<file path="src/rtl/dcpu_loader_if.sv">
// ---------------------------------------------------------------------------
// dcpu_loader_if
//
// Bundles every non-clock signal of the dCPU boot/run sequencer: the program
// load stream, the CPU-side memory port, the physical memory port, the dump
// stream and the status outputs.
//
// Modports:
//   slave  - the dcpu_loader itself (drives in_ready, cpu_rst, mem_*,
//            out_valid/out_data and status)
//   master - the surrounding system (host, dCPU core and memory macro)
//
// Signal summary:
//   start, load_len, in_valid, in_data, in_ready  program load stream
//   cpu_rst, cpu_R, cpu_W, cpu_addr, cpu_wdata,
//   cpu_stop                                      dCPU control and memory port
//   mem_R, mem_W, mem_addr, mem_wdata, mem_rdata  physical 256x8 memory port
//   out_valid, out_data, out_ready                result dump stream
//   busy, done, timeout, run_cycles, checksum     status
// ---------------------------------------------------------------------------
interface dcpu_loader_if;
    // Program load stream
    logic        start;
    logic [7:0]  load_len;
    logic        in_valid;
    logic [7:0]  in_data;
    logic        in_ready;

    // dCPU side
    logic        cpu_rst;
    logic        cpu_R;
    logic        cpu_W;
    logic [7:0]  cpu_addr;
    logic [7:0]  cpu_wdata;
    logic        cpu_stop;

    // Physical memory port (strobes active low)
    logic        mem_R;
    logic        mem_W;
    logic [7:0]  mem_addr;
    logic [7:0]  mem_wdata;
    logic [7:0]  mem_rdata;

    // Result dump stream
    logic        out_valid;
    logic [7:0]  out_data;
    logic        out_ready;

    // Status
    logic        busy;
    logic        done;
    logic        timeout;
    logic [15:0] run_cycles;
    logic [7:0]  checksum;

    modport slave (
        input  start, load_len, in_valid, in_data,
        input  cpu_R, cpu_W, cpu_addr, cpu_wdata, cpu_stop,
        input  mem_rdata, out_ready,
        output in_ready, cpu_rst,
        output mem_R, mem_W, mem_addr, mem_wdata,
        output out_valid, out_data,
        output busy, done, timeout, run_cycles, checksum
    );

    modport master (
        output start, load_len, in_valid, in_data,
        output cpu_R, cpu_W, cpu_addr, cpu_wdata, cpu_stop,
        output mem_rdata, out_ready,
        input  in_ready, cpu_rst,
        input  mem_R, mem_W, mem_addr, mem_wdata,
        input  out_valid, out_data,
        input  busy, done, timeout, run_cycles, checksum
    );
endinterface

</file>
<file path="src/rtl/dcpu_loader.sv">
// ---------------------------------------------------------------------------
// dcpu_loader
//
// Boot and run sequencer for the dCPU core and its 256-byte single-port
// memory. It holds the CPU in reset while a program streams into memory,
// releases the CPU until it raises STOP (or the watchdog expires), then
// streams a fixed window of memory back out. The loader owns the memory port
// and muxes it between the load stream, the CPU and the dump logic.
//
// Ports:
//   clk    system clock, all state on posedge
//   rst_n  asynchronous active-low reset
//   bus    dcpu_loader_if.slave (load stream, CPU port, memory port,
//          dump stream, status)
//
// Parameters:
//   MAX_RUN_CYCLES  watchdog limit in RUN cycles, 0 disables the watchdog
//   DUMP_BASE       first memory address streamed out after the run
//   DUMP_LEN        number of bytes dumped, 1..256
//
// Build option:
//   LOADER_CHECKSUM_EN  when defined, checksum is the mod-256 sum of the
//                       bytes accepted during the last load; otherwise it
//                       is tied to 8'h00 and no adder is built.
// ---------------------------------------------------------------------------
module dcpu_loader #(
    parameter logic [15:0] MAX_RUN_CYCLES = 16'd4096,
    parameter logic [7:0]  DUMP_BASE      = 8'hF0,
    parameter logic [8:0]  DUMP_LEN       = 9'd16
) (
    input  logic          clk,
    input  logic          rst_n,
    dcpu_loader_if.slave  bus
);

    typedef enum logic [2:0] {
        S_IDLE,
        S_LOAD,
        S_RUN,
        S_DUMP,
        S_DONE
    } state_t;

    // Value of run_cycles in the last RUN cycle the watchdog allows.
    localparam logic [15:0] WD_LAST   = MAX_RUN_CYCLES - 16'd1;
    // Value of the dump counter on the final transfer.
    localparam logic [8:0]  DUMP_LAST = DUMP_LEN - 9'd1;

    state_t      r_state;
    state_t      w_next;

    logic [7:0]  r_wptr;        // next load address
    logic [8:0]  r_remaining;   // bytes still to load, 256 encoded as 9'h100
    logic [7:0]  r_dptr;        // next dump address, wraps FF -> 00
    logic [8:0]  r_dcount;      // dump transfers completed
    logic [15:0] r_run_cycles;
    logic        r_timeout;
    logic        r_cpu_rst;

    logic        w_start_ok;
    logic        w_load_acc;
    logic        w_load_last;
    logic        w_watchdog;
    logic        w_dump_acc;
    logic        w_dump_last;

    logic        w_in_ready;
    logic        w_mem_R;
    logic        w_mem_W;
    logic [7:0]  w_mem_addr;
    logic [7:0]  w_mem_wdata;
    logic        w_out_valid;
    logic [7:0]  w_out_data;

    // ------------------------------------------------------------------
    // Event decode
    // ------------------------------------------------------------------
    assign w_start_ok  = bus.start && (r_state == S_IDLE || r_state == S_DONE);
    assign w_load_acc  = (r_state == S_LOAD) && bus.in_valid;
    assign w_load_last = w_load_acc && (r_remaining == 9'd1);
    assign w_watchdog  = (MAX_RUN_CYCLES != 16'd0) && (r_run_cycles == WD_LAST);
    assign w_dump_acc  = (r_state == S_DUMP) && bus.out_ready;
    assign w_dump_last = w_dump_acc && (r_dcount == DUMP_LAST);

    // ------------------------------------------------------------------
    // Next state and memory-port mux
    // ------------------------------------------------------------------
    always_comb begin
        // NOTE: every output of this block gets a default before the case,
        // so no path leaves a signal unassigned and no latch is inferred.
        w_next      = r_state;
        w_in_ready  = 1'b0;
        w_mem_R     = 1'b1;
        w_mem_W     = 1'b1;
        w_mem_addr  = 8'h00;
        w_mem_wdata = 8'h00;
        w_out_valid = 1'b0;
        w_out_data  = 8'h00;

        case (r_state)
            S_IDLE, S_DONE: begin
                if (w_start_ok) begin
                    w_next = S_LOAD;
                end
            end

            S_LOAD: begin
                w_in_ready = 1'b1;
                if (bus.in_valid) begin
                    w_mem_W     = 1'b0;
                    w_mem_addr  = r_wptr;
                    w_mem_wdata = bus.in_data;
                end
                if (w_load_last) begin
                    w_next = S_RUN;
                end
            end

            S_RUN: begin
                // The CPU owns the memory port only while it runs; its
                // strobes are ignored in every other state.
                w_mem_R     = bus.cpu_R;
                w_mem_W     = bus.cpu_W;
                w_mem_addr  = bus.cpu_addr;
                w_mem_wdata = bus.cpu_wdata;
                if (bus.cpu_stop || w_watchdog) begin
                    w_next = S_DUMP;
                end
            end

            S_DUMP: begin
                // Read data is valid in the same cycle as mem_R, and dptr only
                // moves on out_ready, so out_data holds during stalls.
                w_mem_R     = 1'b0;
                w_mem_addr  = r_dptr;
                w_out_valid = 1'b1;
                w_out_data  = bus.mem_rdata;
                if (w_dump_last) begin
                    w_next = S_DONE;
                end
            end

            default: begin
                w_next = S_IDLE;
            end
        endcase
    end

    // ------------------------------------------------------------------
    // State register
    // ------------------------------------------------------------------
    // NOTE: sequential state uses non-blocking assignments so every register
    // samples pre-edge values regardless of block evaluation order.
    always_ff @(posedge clk or negedge rst_n) begin
        if (!rst_n) begin
            r_state <= S_IDLE;
        end else begin
            r_state <= w_next;
        end
    end

    // ------------------------------------------------------------------
    // Pointers, counters and status
    // ------------------------------------------------------------------
    // NOTE: only control state is reset here; the memory array sits outside
    // this block and its contents deliberately survive a reset.
    always_ff @(posedge clk or negedge rst_n) begin
        if (!rst_n) begin
            r_wptr       <= 8'h00;
            r_remaining  <= 9'd0;
            r_dptr       <= 8'h00;
            r_dcount     <= 9'd0;
            r_run_cycles <= 16'd0;
            r_timeout    <= 1'b0;
            r_cpu_rst    <= 1'b1;
        end else begin
            // Registered so the CPU reset is glitch-free and releases on the
            // same edge the state becomes RUN.
            r_cpu_rst <= (w_next != S_RUN);

            if (w_start_ok) begin
                r_wptr       <= 8'h00;
                r_remaining  <= {bus.load_len == 8'h00, bus.load_len};
                r_timeout    <= 1'b0;
                r_run_cycles <= 16'd0;
            end

            if (w_load_acc) begin
                r_wptr      <= r_wptr + 8'd1;
                r_remaining <= r_remaining - 9'd1;
            end

            if (r_state == S_RUN) begin
                if (w_next == S_RUN) begin
                    // The exit cycle is not counted, so a watchdog expiry
                    // leaves run_cycles at MAX_RUN_CYCLES-1.
                    if (r_run_cycles != 16'hFFFF) begin
                        r_run_cycles <= r_run_cycles + 16'd1;
                    end
                end else begin
                    // Leaving RUN without STOP can only be the watchdog;
                    // STOP wins when both happen together.
                    r_timeout <= !bus.cpu_stop;
                    r_dptr    <= DUMP_BASE;
                    r_dcount  <= 9'd0;
                end
            end

            if (w_dump_acc) begin
                r_dptr   <= r_dptr + 8'd1;
                r_dcount <= r_dcount + 9'd1;
            end
        end
    end

    // ------------------------------------------------------------------
    // Optional load checksum
    // ------------------------------------------------------------------
`ifdef LOADER_CHECKSUM_EN
    logic [7:0] r_checksum;

    always_ff @(posedge clk or negedge rst_n) begin
        if (!rst_n) begin
            r_checksum <= 8'h00;
        end else if (w_start_ok) begin
            r_checksum <= 8'h00;
        end else if (w_load_acc) begin
            r_checksum <= r_checksum + bus.in_data;
        end
    end

    assign bus.checksum = r_checksum;
`else
    assign bus.checksum = 8'h00;
`endif

    // ------------------------------------------------------------------
    // Outputs
    // ------------------------------------------------------------------
    assign bus.in_ready   = w_in_ready;
    assign bus.cpu_rst    = r_cpu_rst;
    assign bus.mem_R      = w_mem_R;
    assign bus.mem_W      = w_mem_W;
    assign bus.mem_addr   = w_mem_addr;
    assign bus.mem_wdata  = w_mem_wdata;
    assign bus.out_valid  = w_out_valid;
    assign bus.out_data   = w_out_data;
    assign bus.busy       = (r_state == S_LOAD) || (r_state == S_RUN) || (r_state == S_DUMP);
    assign bus.done       = (r_state == S_DONE);
    assign bus.timeout    = r_timeout;
    assign bus.run_cycles = r_run_cycles;

endmodule

</file>
<file path="src/flat_wrapper.sv">
// flat-port wrapper written by rule: the top's interface ports become plain ports
module dcpu_loader_flat 
#(
    parameter logic [15:0] MAX_RUN_CYCLES = 16'd4096,
    parameter logic [7:0]  DUMP_BASE      = 8'hF0,
    parameter logic [8:0]  DUMP_LEN       = 9'd16
)
  (clk, rst_n, bus_start, bus_load_len, bus_in_valid, bus_in_data, bus_cpu_R, bus_cpu_W, bus_cpu_addr, bus_cpu_wdata, bus_cpu_stop, bus_mem_rdata, bus_out_ready, bus_in_ready, bus_cpu_rst, bus_mem_R, bus_mem_W, bus_mem_addr, bus_mem_wdata, bus_out_valid, bus_out_data, bus_busy, bus_done, bus_timeout, bus_run_cycles, bus_checksum);
  dcpu_loader_if bus_i ();
  input  logic clk;
  input  logic rst_n;
  input wire logic [$bits(bus_i.start)-1:0] bus_start;
  input wire logic [$bits(bus_i.load_len)-1:0] bus_load_len;
  input wire logic [$bits(bus_i.in_valid)-1:0] bus_in_valid;
  input wire logic [$bits(bus_i.in_data)-1:0] bus_in_data;
  input wire logic [$bits(bus_i.cpu_R)-1:0] bus_cpu_R;
  input wire logic [$bits(bus_i.cpu_W)-1:0] bus_cpu_W;
  input wire logic [$bits(bus_i.cpu_addr)-1:0] bus_cpu_addr;
  input wire logic [$bits(bus_i.cpu_wdata)-1:0] bus_cpu_wdata;
  input wire logic [$bits(bus_i.cpu_stop)-1:0] bus_cpu_stop;
  input wire logic [$bits(bus_i.mem_rdata)-1:0] bus_mem_rdata;
  input wire logic [$bits(bus_i.out_ready)-1:0] bus_out_ready;
  output wire logic [$bits(bus_i.in_ready)-1:0] bus_in_ready;
  output wire logic [$bits(bus_i.cpu_rst)-1:0] bus_cpu_rst;
  output wire logic [$bits(bus_i.mem_R)-1:0] bus_mem_R;
  output wire logic [$bits(bus_i.mem_W)-1:0] bus_mem_W;
  output wire logic [$bits(bus_i.mem_addr)-1:0] bus_mem_addr;
  output wire logic [$bits(bus_i.mem_wdata)-1:0] bus_mem_wdata;
  output wire logic [$bits(bus_i.out_valid)-1:0] bus_out_valid;
  output wire logic [$bits(bus_i.out_data)-1:0] bus_out_data;
  output wire logic [$bits(bus_i.busy)-1:0] bus_busy;
  output wire logic [$bits(bus_i.done)-1:0] bus_done;
  output wire logic [$bits(bus_i.timeout)-1:0] bus_timeout;
  output wire logic [$bits(bus_i.run_cycles)-1:0] bus_run_cycles;
  output wire logic [$bits(bus_i.checksum)-1:0] bus_checksum;
  assign bus_i.start = bus_start;
  assign bus_i.load_len = bus_load_len;
  assign bus_i.in_valid = bus_in_valid;
  assign bus_i.in_data = bus_in_data;
  assign bus_i.cpu_R = bus_cpu_R;
  assign bus_i.cpu_W = bus_cpu_W;
  assign bus_i.cpu_addr = bus_cpu_addr;
  assign bus_i.cpu_wdata = bus_cpu_wdata;
  assign bus_i.cpu_stop = bus_cpu_stop;
  assign bus_i.mem_rdata = bus_mem_rdata;
  assign bus_i.out_ready = bus_out_ready;
  assign bus_in_ready = bus_i.in_ready;
  assign bus_cpu_rst = bus_i.cpu_rst;
  assign bus_mem_R = bus_i.mem_R;
  assign bus_mem_W = bus_i.mem_W;
  assign bus_mem_addr = bus_i.mem_addr;
  assign bus_mem_wdata = bus_i.mem_wdata;
  assign bus_out_valid = bus_i.out_valid;
  assign bus_out_data = bus_i.out_data;
  assign bus_busy = bus_i.busy;
  assign bus_done = bus_i.done;
  assign bus_timeout = bus_i.timeout;
  assign bus_run_cycles = bus_i.run_cycles;
  assign bus_checksum = bus_i.checksum;
  dcpu_loader #(.MAX_RUN_CYCLES(MAX_RUN_CYCLES), .DUMP_BASE(DUMP_BASE), .DUMP_LEN(DUMP_LEN)) u_core (.clk(clk), .rst_n(rst_n), .bus(bus_i));
endmodule
</file>
<file path="config.mk">
export PLATFORM = sky130hd
export DESIGN_NAME = dcpu_loader_flat
export DESIGN_NICKNAME = d
export VERILOG_FILES = /design/src/rtl/dcpu_loader_if.sv /design/src/rtl/dcpu_loader.sv /design/src/flat_wrapper.sv
export SDC_FILE = /design/constraint.sdc
export NUM_CORES = 1
export LEC_CHECK = 0
export CORE_MARGIN = 10
export CORE_UTILIZATION = 47
export CTS_CLUSTER_DIAMETER = 100
export DETAILED_ROUTE_END_ITERATION = 12
export PLACE_DENSITY = 0.87
export SYNTH_ARGS = -nofsm -noshare
export SYNTH_HDL_FRONTEND = slang
export SYNTH_SLANG_ARGS = --single-unit
</file>
<file path="constraint.sdc">
create_clock -name clk -period 2.75 [get_ports clk]
set_input_delay 0.825 -clock clk [delete_from_list [all_inputs] [get_ports clk]]
set_output_delay 0.825 -clock clk [all_outputs]
set_load 0.02 [all_outputs]
</file>
==> summary.md <==
| Metric | Value |
|---|---|
| Nets | `551` |
| Largest net degree at the start of global routing | `32` |
| Comb power frac | `between 30% and 40%` |
| Syn avg cell area | `8.60 sq um` |
| Layout cells sized above 1 | `a little under an eighth` |
| Clk Latency, worst-skew pair | `approximately 0.32 ns` |
| Die W | `about 110 um` |
| Initial antenna violation count | `0` |
| Crit path max fanout | `5` |
| Final Hold Viols | `0` |
| Sw Pwr | `841 uW` |
| Hold path depth | `1` |
| Clock power frac | `20.9%` |
| Final Slew Violations | `0` |
| Switching share of power | `between 30% and 40%` |
| Cts bufs inserted | `5` |
| Worst Path Required | `1.93 ns` |
| Count leader, synth | `dfrtp_1` |
| Slew margin rel. | `55.8%` |
| Async set or reset register ratio after synthesis | `100%` |
| Final setup margin | `0.0507 ns` |
| Most frequent cells after synthesis | `dfrtp_1 (54), nand2_1 (46), o21ai_0 (36)` |
| Post-synthesis cell count | `395` |
| Placer Congestion | `0.895` |
| Max cap viols | `0` |
| Worst reg-to-reg path cell count | `6` |
| DR WL/cell | `17.8 um` |
| Core Rows | `30` |
| Antenna diodes | `0` |
| Placement Cell Area | `between 4000 and 5000 sq um` |
| Prevailing post-synth register cell | `dfrtp_1` |
| Maximum vdd drop | `415 uV` |
| Pre-antenna DRT Iters | `7` |
| Startpoint Class | `input port` |
| Clk_skew | `0.00922 ns` |
| Clock root cell | `clkbuf_8` |
| H-tree level count | `2` |
| Pre-CTS setup slack | `-0.688 ns` |
| Final instance area | `4560 sq um` |
| Initial Util | `49.2%` |
| Syn-to-layout area delta | `34.2%` |
| Warnings from Yosys | `0` |
| I/O Buffers | `95` |
| Sequential fraction of design power | `45.3%` |
| Inst Count DP | `around 590` |
| Clock Tree Buf Depth | `2` |
| Number of flops mapped to enable cells by yosys | `0` |
| Hold crit path type | `reg -> reg` |
| First-pass GRT wire length | `17000 um` |
| GRT Overall Usage | `between 10% and 20%` |
| Die area | `around 11000 sq um` |
| RSZ-0062 raised after global routing | `true` |
| Pleak | `2.02 nW` |
| Core area | `6910 sq um` |
| # IOs | `between 100 and 150` |
| Netlist cell types | `58` |
| Power, Total | `around 2.4 mW` |
| Die Height | `between 100 and 150 um` |
| CTS tree | `yes` |
| Antenna-violating nets left | `0` |
| Period utilization | `98.2%` |
| Setup TNS | `0 ns` |
| Run status | `completed` |
| Setup CP Type | `in -> out` |
| Remaining Overflow, GRT | `0` |
| DRC viols | `0` |
| Post-Route WL | `roughly 11000 um` |
| Clock transition at the registers of the reported paths | `0.10 ns` |
| Initial DRC Count | `between 300 and 400` |
| Final min period | `around 2.7 ns` |
| Area leader, netlist | `dfrtp_1` |
| Measured slew at the worst slew-check pin | `roughly 0.66 ns` |
| Crit end category | `output port` |
| PwrDens | `517 nW/um^2` |
| DPL Wire Length | `8080 um` |
| Sink Count | `55` |
| Peak Freq | `roughly 370 MHz` |
| Synth area leaders | `dfrtp_1 (40%), o21ai_0 (5.3%), nand2_1 (5.1%)` |
| Final setup fails | `0` |
| Count of state elements after synthesis | `55` |
| Fin cells | `a little under 600` |
| Syn Std Cell Area | `3400 sq um` |
| CP arrival | `1.87 ns` |
| Vias per cell | `5.86` |
| Internal power | `between 1.5 and 2 mW` |
| DR vias | `3480` |
| Sequential cell area fraction in the yosys report | `40.6%` |
| Number of global-route vias before repair | `3388` |
| Yosys top cell area share | `39.8%` |
[repair_timing]
item	CTS	global route
setup endpoints to repair	27	9
hold buffers	0	0
setup buffers	0	0
cloned	1	0
pin swaps	1	3
resized for setup	95	4
[metrics by stage]
stage          hold WS (ns)  utilization (%)
6_report              0.484             66.0
5_1_grt               0.499             66.0
4_1_cts               0.484             66.0
3_5_place_dp          0.473             65.2
3_3_place_gp          0.463             65.2
2_1_floorplan         0.437                -
[worst paths after layout]
| path | from | end | slack, ns |
|---|---|---|---|
| setup reg to reg | u_core.bus.run_cycles[0] | u_core.bus.run_cycles[14] | 0.57 |
| setup / recovery | bus_in_valid | bus_mem_wdata[4] | 0.05 |
| min in group asynchronous | rst_n | u_core.bus.run_cycles[8] | 0.52 |
| hold / removal | u_core.r_dcount[8] | u_core.r_dcount[8] | 0.48 |
| max in group asynchronous | rst_n | u_core.r_state[2] | 1.63 |
| hold reg to reg | u_core.r_dcount[8] | u_core.r_dcount[8] | 0.48 |
[registers in the layout (all words and copies together) (netlist names)]
| register | cells |
|---|---|
| u_core.bus.run_cycles | 16 |
| u_core.r_dcount | 9 |
| u_core.r_remaining | 9 |
| u_core.r_dptr | 8 |
| u_core.r_wptr | 8 |
| u_core.r_state | 3 |
| u_core.bus.cpu_rst | 1 |
| u_core.bus.timeout | 1 |
[logic make-up after synthesis]
logic type,count (synthesis),share of synthesized area [%]
XOR/XNOR,5,1.29
AO/OA/AOI/OAI,126,23.9
buffers and inverters,41,6.63
adder cells (fa/ha/maj),6,2.21
flip-flops,55,40.6
multiplexers,2,0.589
AND/OR/NAND/NOR,159,24.7
other,1,0.110
[cell type report]
type | count | area, sq um
clock buffers | 8 | 100
fillers | 600 | 2350
inverters | 16 | 60.1
multi-input cells | 306 | 1840
flip-flops and latches | 55 | 1380
well taps | 96 | 120
repair buffers | 113 | 1060
[per-layer routing]
layer	part of all wire, %	global-route usage, %
met5	0	0
met4	1.2	3.63
met3	5.8	4.18
met2	51	31.5
met1	42	22.6
[cell usage in the layout, fill, tap and decap left out, types with 4 or more instances in the layout]
master,count
a211oi_1,4
a222oi_1,8
nand4_1,7
a31oi_1,6
a22o_1,8
nand3_1,20
clkbuf_8,7
buf_4,25
nor3_1,7
clkdlybuf4s50_1,66
and3_1,12
conb_1,8
nor4_1,5
o31ai_1,6
dfrtp_1,53
a21o_1,9
a21oi_1,23
and2_1,14
nor2_1,24
nand2_1,46
o21ai_1,10
buf_2,5
dlygate4sd2_1,10
inv_1,16
o21ai_0,36
ha_1,6
[power groups by stage]
stage	combinational, mW	sequential, mW	clock (mW)
after floorplan	0.469	1.04	0
after global placement	0.778	1.07	0
after detailed placement	0.810	1.08	0
after CTS	0.797	1.06	0.495
after global routing	0.873	1.08	0.526
final	0.797	1.07	0.492
[worst max-delay path, cell delays in order]
cell and delay, ns:
clkdlybuf4s15_1 0.19, nor4bb_4 0.33, buf_2 0.22, a22o_1 0.14, buf_2 0.16
Note: power is estimated with default switching activity, not from simulation.
